**src/rtl/eth_parser_pkg.sv**
```systemverilog
// Shared L2 parser types: EtherType, VLAN TPID constants and the TCI layout.
// Latency: n/a (types and constants only).
// Backpressure: n/a.
package eth_parser_pkg;

    typedef logic [15:0] ethertype_t;

    localparam ethertype_t TPID_8021Q  = 16'h8100;
    localparam ethertype_t TPID_8021AD = 16'h88A8;
    localparam ethertype_t TPID_9100   = 16'h9100;

    // Field order matches the wire layout of the 16-bit TCI, so a plain cast splits it.
    typedef struct packed {
        logic [2:0]  pcp;
        logic        dei;
        logic [11:0] vid;
    } vlan_tci_t;

endpackage

```
**src/rtl/vlan_tag_decode.sv**
```systemverilog
// Classifies one candidate TPID word and splits the TCI that follows it.
// Latency: combinational.
// Backpressure: none; pure function of its inputs.
module vlan_tag_decode
    import eth_parser_pkg::*;
#(
    parameter bit ACCEPT_8021AD = 1'b1,
    parameter bit ACCEPT_9100   = 1'b0
) (
    input  ethertype_t  word,
    input  logic [15:0] tci_raw,
    output logic        is_tpid,
    output logic        is_ad,
    output vlan_tci_t   tci
);

    // TPID match against the enabled tag types; 0x8100 is always a tag.
    always_comb begin
        is_ad   = ACCEPT_8021AD && (word == TPID_8021AD);
        is_tpid = (word == TPID_8021Q) || is_ad || (ACCEPT_9100 && (word == TPID_9100));
        tci     = vlan_tci_t'(tci_raw);
    end

endmodule

```
**src/rtl/vlan_stack_resolver.sv**
```systemverilog
// Walks up to MAX_TAGS stacked VLAN tags in a captured header and resolves the final EtherType.
// Latency: n+2 cycles from accept to out_valid with n tags decoded (one WALK cycle per tag plus one).
// Backpressure: one header in flight; hdr_ready only in IDLE, result held in DONE until out_ready.
module vlan_stack_resolver
    import eth_parser_pkg::*;
#(
    parameter int  MAX_TAGS      = 2,
    parameter bit  ACCEPT_8021AD = 1'b1,
    parameter bit  ACCEPT_9100   = 1'b0,
    localparam int HDR_BYTES     = 14 + 4*MAX_TAGS,
    localparam int LEN_W         = $clog2(HDR_BYTES+1)
) (
    input  logic                    clk,
    input  logic                    rst,
    input  logic                    hdr_valid,
    output logic                    hdr_ready,
    input  logic [HDR_BYTES*8-1:0]  header_bytes,
    output logic                    out_valid,
    input  logic                    out_ready,
    output logic [2:0]              tag_count,
    output logic [MAX_TAGS*12-1:0]  tag_vid,
    output logic [MAX_TAGS*3-1:0]   tag_pcp,
    output logic [MAX_TAGS-1:0]     tag_dei,
    output logic [MAX_TAGS-1:0]     tag_is_ad,
    output logic [15:0]             resolved_ethertype,
    output logic [LEN_W-1:0]        l2_header_len,
    output logic                    tag_overflow
);

    typedef enum logic [1:0] {IDLE, WALK, DONE} state_t;

    // Bytes 12.. onward; DA/SA never influence the walk so they are not stored.
    localparam int TAIL_BYTES = HDR_BYTES - 12;

    state_t                  state;
    logic [TAIL_BYTES*8-1:0] tail_q;
    logic [LEN_W-1:0]        offset;
    ethertype_t              word;
    logic [15:0]             tci_raw;
    logic                    is_tpid;
    logic                    is_ad;
    vlan_tci_t               tci;
    logic                    unused_hdr;

    assign unused_hdr = ^header_bytes[12*8-1:0];
    assign hdr_ready  = (state == IDLE) && !rst;

    // Offset-indexed mux; the final position only has an EtherType, no TCI behind it.
    always_comb begin
        word    = '0;
        tci_raw = '0;
        for (int k = 0; k < MAX_TAGS; k++) begin
            if (offset == LEN_W'(12 + 4*k)) begin
                word    = {tail_q[(4*k)*8 +: 8],   tail_q[(4*k+1)*8 +: 8]};
                tci_raw = {tail_q[(4*k+2)*8 +: 8], tail_q[(4*k+3)*8 +: 8]};
            end
        end
        if (offset == LEN_W'(12 + 4*MAX_TAGS)) begin
            word = {tail_q[(4*MAX_TAGS)*8 +: 8], tail_q[(4*MAX_TAGS+1)*8 +: 8]};
        end
    end

    vlan_tag_decode #(
        .ACCEPT_8021AD (ACCEPT_8021AD),
        .ACCEPT_9100   (ACCEPT_9100)
    ) u_decode (
        .word    (word),
        .tci_raw (tci_raw),
        .is_tpid (is_tpid),
        .is_ad   (is_ad),
        .tci     (tci)
    );

    // Walker FSM: capture, one tag examination per cycle, then hold result until consumed.
    always_ff @(posedge clk) begin
        if (rst) begin
            state              <= IDLE;
            offset             <= '0;
            out_valid          <= 1'b0;
            tag_count          <= '0;
            tag_vid            <= '0;
            tag_pcp            <= '0;
            tag_dei            <= '0;
            tag_is_ad          <= '0;
            resolved_ethertype <= '0;
            l2_header_len      <= '0;
            tag_overflow       <= 1'b0;
        end else begin
            case (state)
                IDLE: begin
                    if (hdr_valid) begin
                        tail_q       <= header_bytes[HDR_BYTES*8-1:12*8];
                        offset       <= LEN_W'(12);
                        tag_count    <= '0;
                        tag_vid      <= '0;
                        tag_pcp      <= '0;
                        tag_dei      <= '0;
                        tag_is_ad    <= '0;
                        tag_overflow <= 1'b0;
                        state        <= WALK;
                    end
                end
                WALK: begin
                    if (is_tpid && (tag_count < 3'(MAX_TAGS))) begin
                        for (int k = 0; k < MAX_TAGS; k++) begin
                            if (tag_count == 3'(k)) begin
                                tag_vid[k*12 +: 12] <= tci.vid;
                                tag_pcp[k*3 +: 3]   <= tci.pcp;
                                tag_dei[k]          <= tci.dei;
                                tag_is_ad[k]        <= is_ad;
                            end
                        end
                        tag_count <= tag_count + 3'd1;
                        offset    <= offset + LEN_W'(4);
                    end else begin
                        // A TPID here means the stack is deeper than we decode.
                        resolved_ethertype <= word;
                        tag_overflow       <= is_tpid;
                        l2_header_len      <= offset + LEN_W'(2);
                        out_valid          <= 1'b1;
                        state              <= DONE;
                    end
                end
                DONE: begin
                    if (out_ready) begin
                        out_valid <= 1'b0;
                        state     <= IDLE;
                    end
                end
                default: state <= IDLE;
            endcase
        end
    end

endmodule

```
**config.mk**
```make
export PLATFORM = sky130hd
export DESIGN_NAME = vlan_stack_resolver
export DESIGN_NICKNAME = d
export VERILOG_FILES = /design/src/rtl/eth_parser_pkg.sv /design/src/rtl/vlan_tag_decode.sv /design/src/rtl/vlan_stack_resolver.sv
export SDC_FILE = /design/constraint.sdc
export NUM_CORES = 1
export LEC_CHECK = 0
export BUFFER_PORTS_ARGS = -buffer_cell sky130_fd_sc_hd__buf_2
export CELL_PAD_IN_SITES_DETAIL_PLACEMENT = 0
export CELL_PAD_IN_SITES_GLOBAL_PLACEMENT = 1
export CORE_ASPECT_RATIO = 0.7
export CORE_MARGIN = 2
export CORE_UTILIZATION = 36
export DETAILED_ROUTE_END_ITERATION = 10
export MAX_ROUTING_LAYER = met4
export PLACE_DENSITY_LB_ADDON = 0.1
export SYNTH_ARGS = -nofsm -noshare
export SYNTH_HDL_FRONTEND = slang
export SYNTH_SLANG_ARGS = --single-unit
```
**constraint.sdc**
```tcl
create_clock -name clk -period 3.8 [get_ports clk]
set_clock_uncertainty 0.15 [all_clocks]
set_input_delay 0.38 -clock clk [delete_from_list [all_inputs] [get_ports clk]]
set_output_delay 0.38 -clock clk [all_outputs]
set_load 0.01 [all_outputs]
```
==> reports/metrics.json <==
{
  "io-pin-count": 241,
  "tritoncts_clock_tree": "done",
  "detail_route.iter0.violations": 229,
  "finalHoldViolCount": 0,
  "clk_path_buf_depth": 2,
  "grt_pass1_wl_um": 25190,
  "post_drt_via_cell_ratio": 4.745,
  "path_class": "flop to flop",
  "overflow": 0,
  "hp-class": "input pin to flop",
  "placement.io_buffers": 143,
  "initial_utilization": 0.3646,
  "rsz_0062_raised_after_global_routing": "no",
  "cts_htree_levels": 4,
  "dp_worst_setup_slack_ps": 506.6,
  "number_of_fillers_in_the_final_layout": 1503,
  "insertion_delay_ps": 420,
  "layout_setup_ws_ps": 441.9,
  "yosys_warnings": 0,
  "power.leakage_nw": 3.530,
  "crit_cells": 10,
  "worstPathRequired_ps": 3970,
  "cts_sinks": 144,
  "postCtsResizedCells": 0,
  "worst-r2r-cell-count": 10,
  "numCtsBuffers": 17,
  "timing.critical_path.slowest_cell_delay_ps": 550,
  "cts_root_buffer": "sky130_fd_sc_hd__clkbuf_16",
  "critPathLaunch": "offset[2]",
  "mean_cell_area_of_the_mapped_netlist_um2": 11.49,
  "report.final.setup_viol": 0,
  "layout_common_cells": "143 x sky130_fd_sc_hd__buf_2, 111 x sky130_fd_sc_hd__nand2_1, 80 x sky130_fd_sc_hd__dlygate4sd3_1, 80 x sky130_fd_sc_hd__edfxtp_1, 64 x sky130_fd_sc_hd__dfxtp_1",
  "fin_area_um2": 8338,
  "nets": 927,
  "number_of_global_route_vias_before_repair": 4643,
  "max-vdd-ir-drop_mv": 0.2605,
  "tightestPinTransition_ps": 976.5,
  "crit_arrival_ps": 3530,
  "antenna-diode-count": 0,
  "detail_route.wl_per_cell_um": 16.24,
  "min-delay-start": "out_ready",
  "layout_commonest_cell": "sky130_fd_sc_hd__buf_2",
  "mappedNetlistNets": 701,
  "gp_congestion": 0.7685,
  "outcome": "complete, no violations",
  "wl_um": 15890,
  "min_path_cells": 3,
  "core_area_um2": 16200,
  "total_negative_setup_slack_ps": 0,
  "post-route-drc-count": 0,
  "critical_path.reg2reg.startpoint": "offset[2]",
  "chipHeight_um": 111.2,
  "globalRouteTotalUtil": 0.1960,
  "ys.flop_type": "sky130_fd_sc_hd__edfxtp_1",
  "firstDrtPassIters": 4,
  "placement_rows": 39,
  "max-slew-margin-rel": 0.3490,
  "fmaxAchievable_mhz": 297.8,
  "timing.critical_path.from_type": "flop",
  "synth.lib_cells_used.distinct": 59,
  "netlist_instances": 514,
  "synth_enable_flop_cells": 80,
  "die_width_um": 157.1,
  "syn2layout_area_growth_pct": 41.16,
  "path_max_fanout": 16,
  "post_route_cells_drive_above_1_share": 0.2855,
  "detailed_place_hpwl_um": 10650,
  "placement.cell_area_um2": 6894,
  "final_max_slew_viol_count": 0,
  "clk_pin_slew_worst_paths_ps": 60,
  "max_cap_violations": 0,
  "flop_and_latch_count_out_of_synthesis": 144,
  "postRouteAntennaNets": 0,
  "crit_slowest_cell": "sky130_fd_sc_hd__o21ai_1",
  "synth.yosys.seq_area_share": 0.6236,
  "worstSetupEndpointType": "flop",
  "grt_antenna_before_repair": 0,
  "cp.buffers_inverters": 2,
  "worstPathCellList": "inv_1 -> ha_1 -> o21ai_1 -> a2bb2oi_1 -> a22oi_1 -> o211a_1 -> o2111a_1 -> buf_12 -> nor2_1 -> a311oi_1",
  "post-route-period-util": 0.8837,
  "min_period_ps": 3358,
  "via_count": 4641,
  "synth.cell_area_um2": 5907,
  "synthArstFlopShare": 0,
  "fp.dieArea_um2": 17460,
  "finalHoldWorstSlack_ps": 94.36,
  "largest_net_degree_at_the_start_of_global_routing": 82,
  "cpLargestDelayFamily": "compound AO/OA/AOI/OAI gates",
  "power.density_cell_area_nw_per_um2": 460.4
}
-- registers in the layout, indices dropped and copies added, names as in the netlist, 2 cells and up --
register,flops
tail_q,80
tag_vid,24
resolved_ethertype,16
tag_pcp,6
l2_header_len,4
offset,3
tag_count,3
state,2
tag_dei,2
tag_is_ad,2
-- cells in the mapped netlist (all sizes together) (2+ instances only) --
library cell | instances | area [µm²]
a211oi | 2 | 15.01
a21o | 4 | 30.03
a21oi | 9 | 45.04
a22oi | 4 | 30.03
a2bb2oi | 2 | 17.52
a31o | 9 | 78.83
a31oi | 3 | 25.02
a32o | 3 | 30.03
a32oi | 2 | 17.52
and2 | 3 | 21.27
and3 | 2 | 12.51
and4 | 2 | 22.52
buf | 18 | 127.6
clkbuf | 16 | 60.06
dfxtp | 64 | 1281
edfxtp | 80 | 2402
ha | 7 | 87.58
inv | 7 | 26.27
mux2i | 34 | 340.3
nand2 | 112 | 422.9
nand3 | 35 | 175.2
nand3b | 5 | 37.54
nand4 | 2 | 12.51
nor2 | 13 | 48.80
nor2b | 5 | 31.28
nor3 | 9 | 45.04
nor3b | 2 | 15.01
nor4 | 5 | 46.29
o2111a | 2 | 31.28
o2111ai | 2 | 17.52
o211a | 2 | 20.02
o211ai | 11 | 87.58
o21ai | 16 | 80.08
o22ai | 2 | 12.51
o311a | 2 | 20.02
o31ai | 5 | 37.54
or2 | 2 | 12.51
or3 | 2 | 12.51
-- worst register-to-register path, cell delays in order, from the launching register on --
cell	delay [ps]
sky130_fd_sc_hd__dfxtp_1	400
sky130_fd_sc_hd__inv_1	100
sky130_fd_sc_hd__ha_1	430
sky130_fd_sc_hd__o21ai_1	560
sky130_fd_sc_hd__a2bb2oi_1	200
sky130_fd_sc_hd__a22oi_1	250
sky130_fd_sc_hd__o211a_1	340
sky130_fd_sc_hd__o2111a_1	310
sky130_fd_sc_hd__buf_12	170
sky130_fd_sc_hd__nor2_1	90
sky130_fd_sc_hd__a311oi_1	270
-- per-stage QoR --
| stage | std cells | power [mW] | utilization |
|---|---|---|---|
| after floorplan | 514 | 1.890 | - |
| after global placement | 866 | 1.981 | 0.4255 |
| after detailed placement | 866 | 1.986 | 0.4255 |
| after CTS | 978 | 3.882 | 0.5147 |
| after global routing | 978 | 3.973 | 0.5147 |
| final | 978 | 3.839 | 0.5147 |
-- final timing paths --
| check | endpoint | slack (ps) |
|---|---|---|
| max | resolved_ethertype[15] | 440 |
| min reg2reg | tag_dei[0] | 300 |
| max reg2reg | resolved_ethertype[15] | 440 |
| min | state[1] | 90 |
-- cells by family (layout without fill, tap and decap cells) --
family | count (synthesis) | in the layout | synth area share
AO/OA/AOI/OAI | 84 | 84 | 0.1068
adder cells (fa/ha/maj) | 7 | 7 | 0.01483
buffers and inverters | 41 | 280 | 0.03622
flip-flops | 144 | 144 | 0.6236
multiplexers | 34 | 34 | 0.05762
other | 1 | 1 | 0.0006348
AND/OR/NAND/NOR | 203 | 203 | 0.1603
-- routing by layer --
| metal | global-route usage | part of all wire |
|---|---|---|
| met3 | 0.05121 | 0.051 |
| met1 | 0.2666 | 0.49 |
| met5 | - | 0 |
| met4 | 0.04000 | 0.0075 |
| met2 | 0.2971 | 0.45 |
-- power breakdown --
part           internal (mW)  switching (mW)
logic                  0.143           0.151
clock network           1.16           0.661
registers               1.70          0.0190
-- final cells by class --
| class | instances | area (µm²) | share of cell area |
|---|---|---|---|
| well taps | 225 | 281.5 | 0.03376 |
| repair buffers | 241 | 1677 | 0.2011 |
| clock inverters | 14 | 214.0 | 0.02566 |
| multi-input cells | 329 | 2027 | 0.2431 |
| inverters | 7 | 26.28 | 0.003151 |
| clock buffers | 18 | 429.2 | 0.05147 |
| flip-flops and latches | 144 | 3684 | 0.4418 |
-- repair_timing --
| item | CTS | global route |
|---|---|---|
| setup buffers | 0 | 0 |
| hold endpoints to repair | 80 | 0 |
| hold buffers | 80 | 0 |
(Power assumes the default switching activity.)
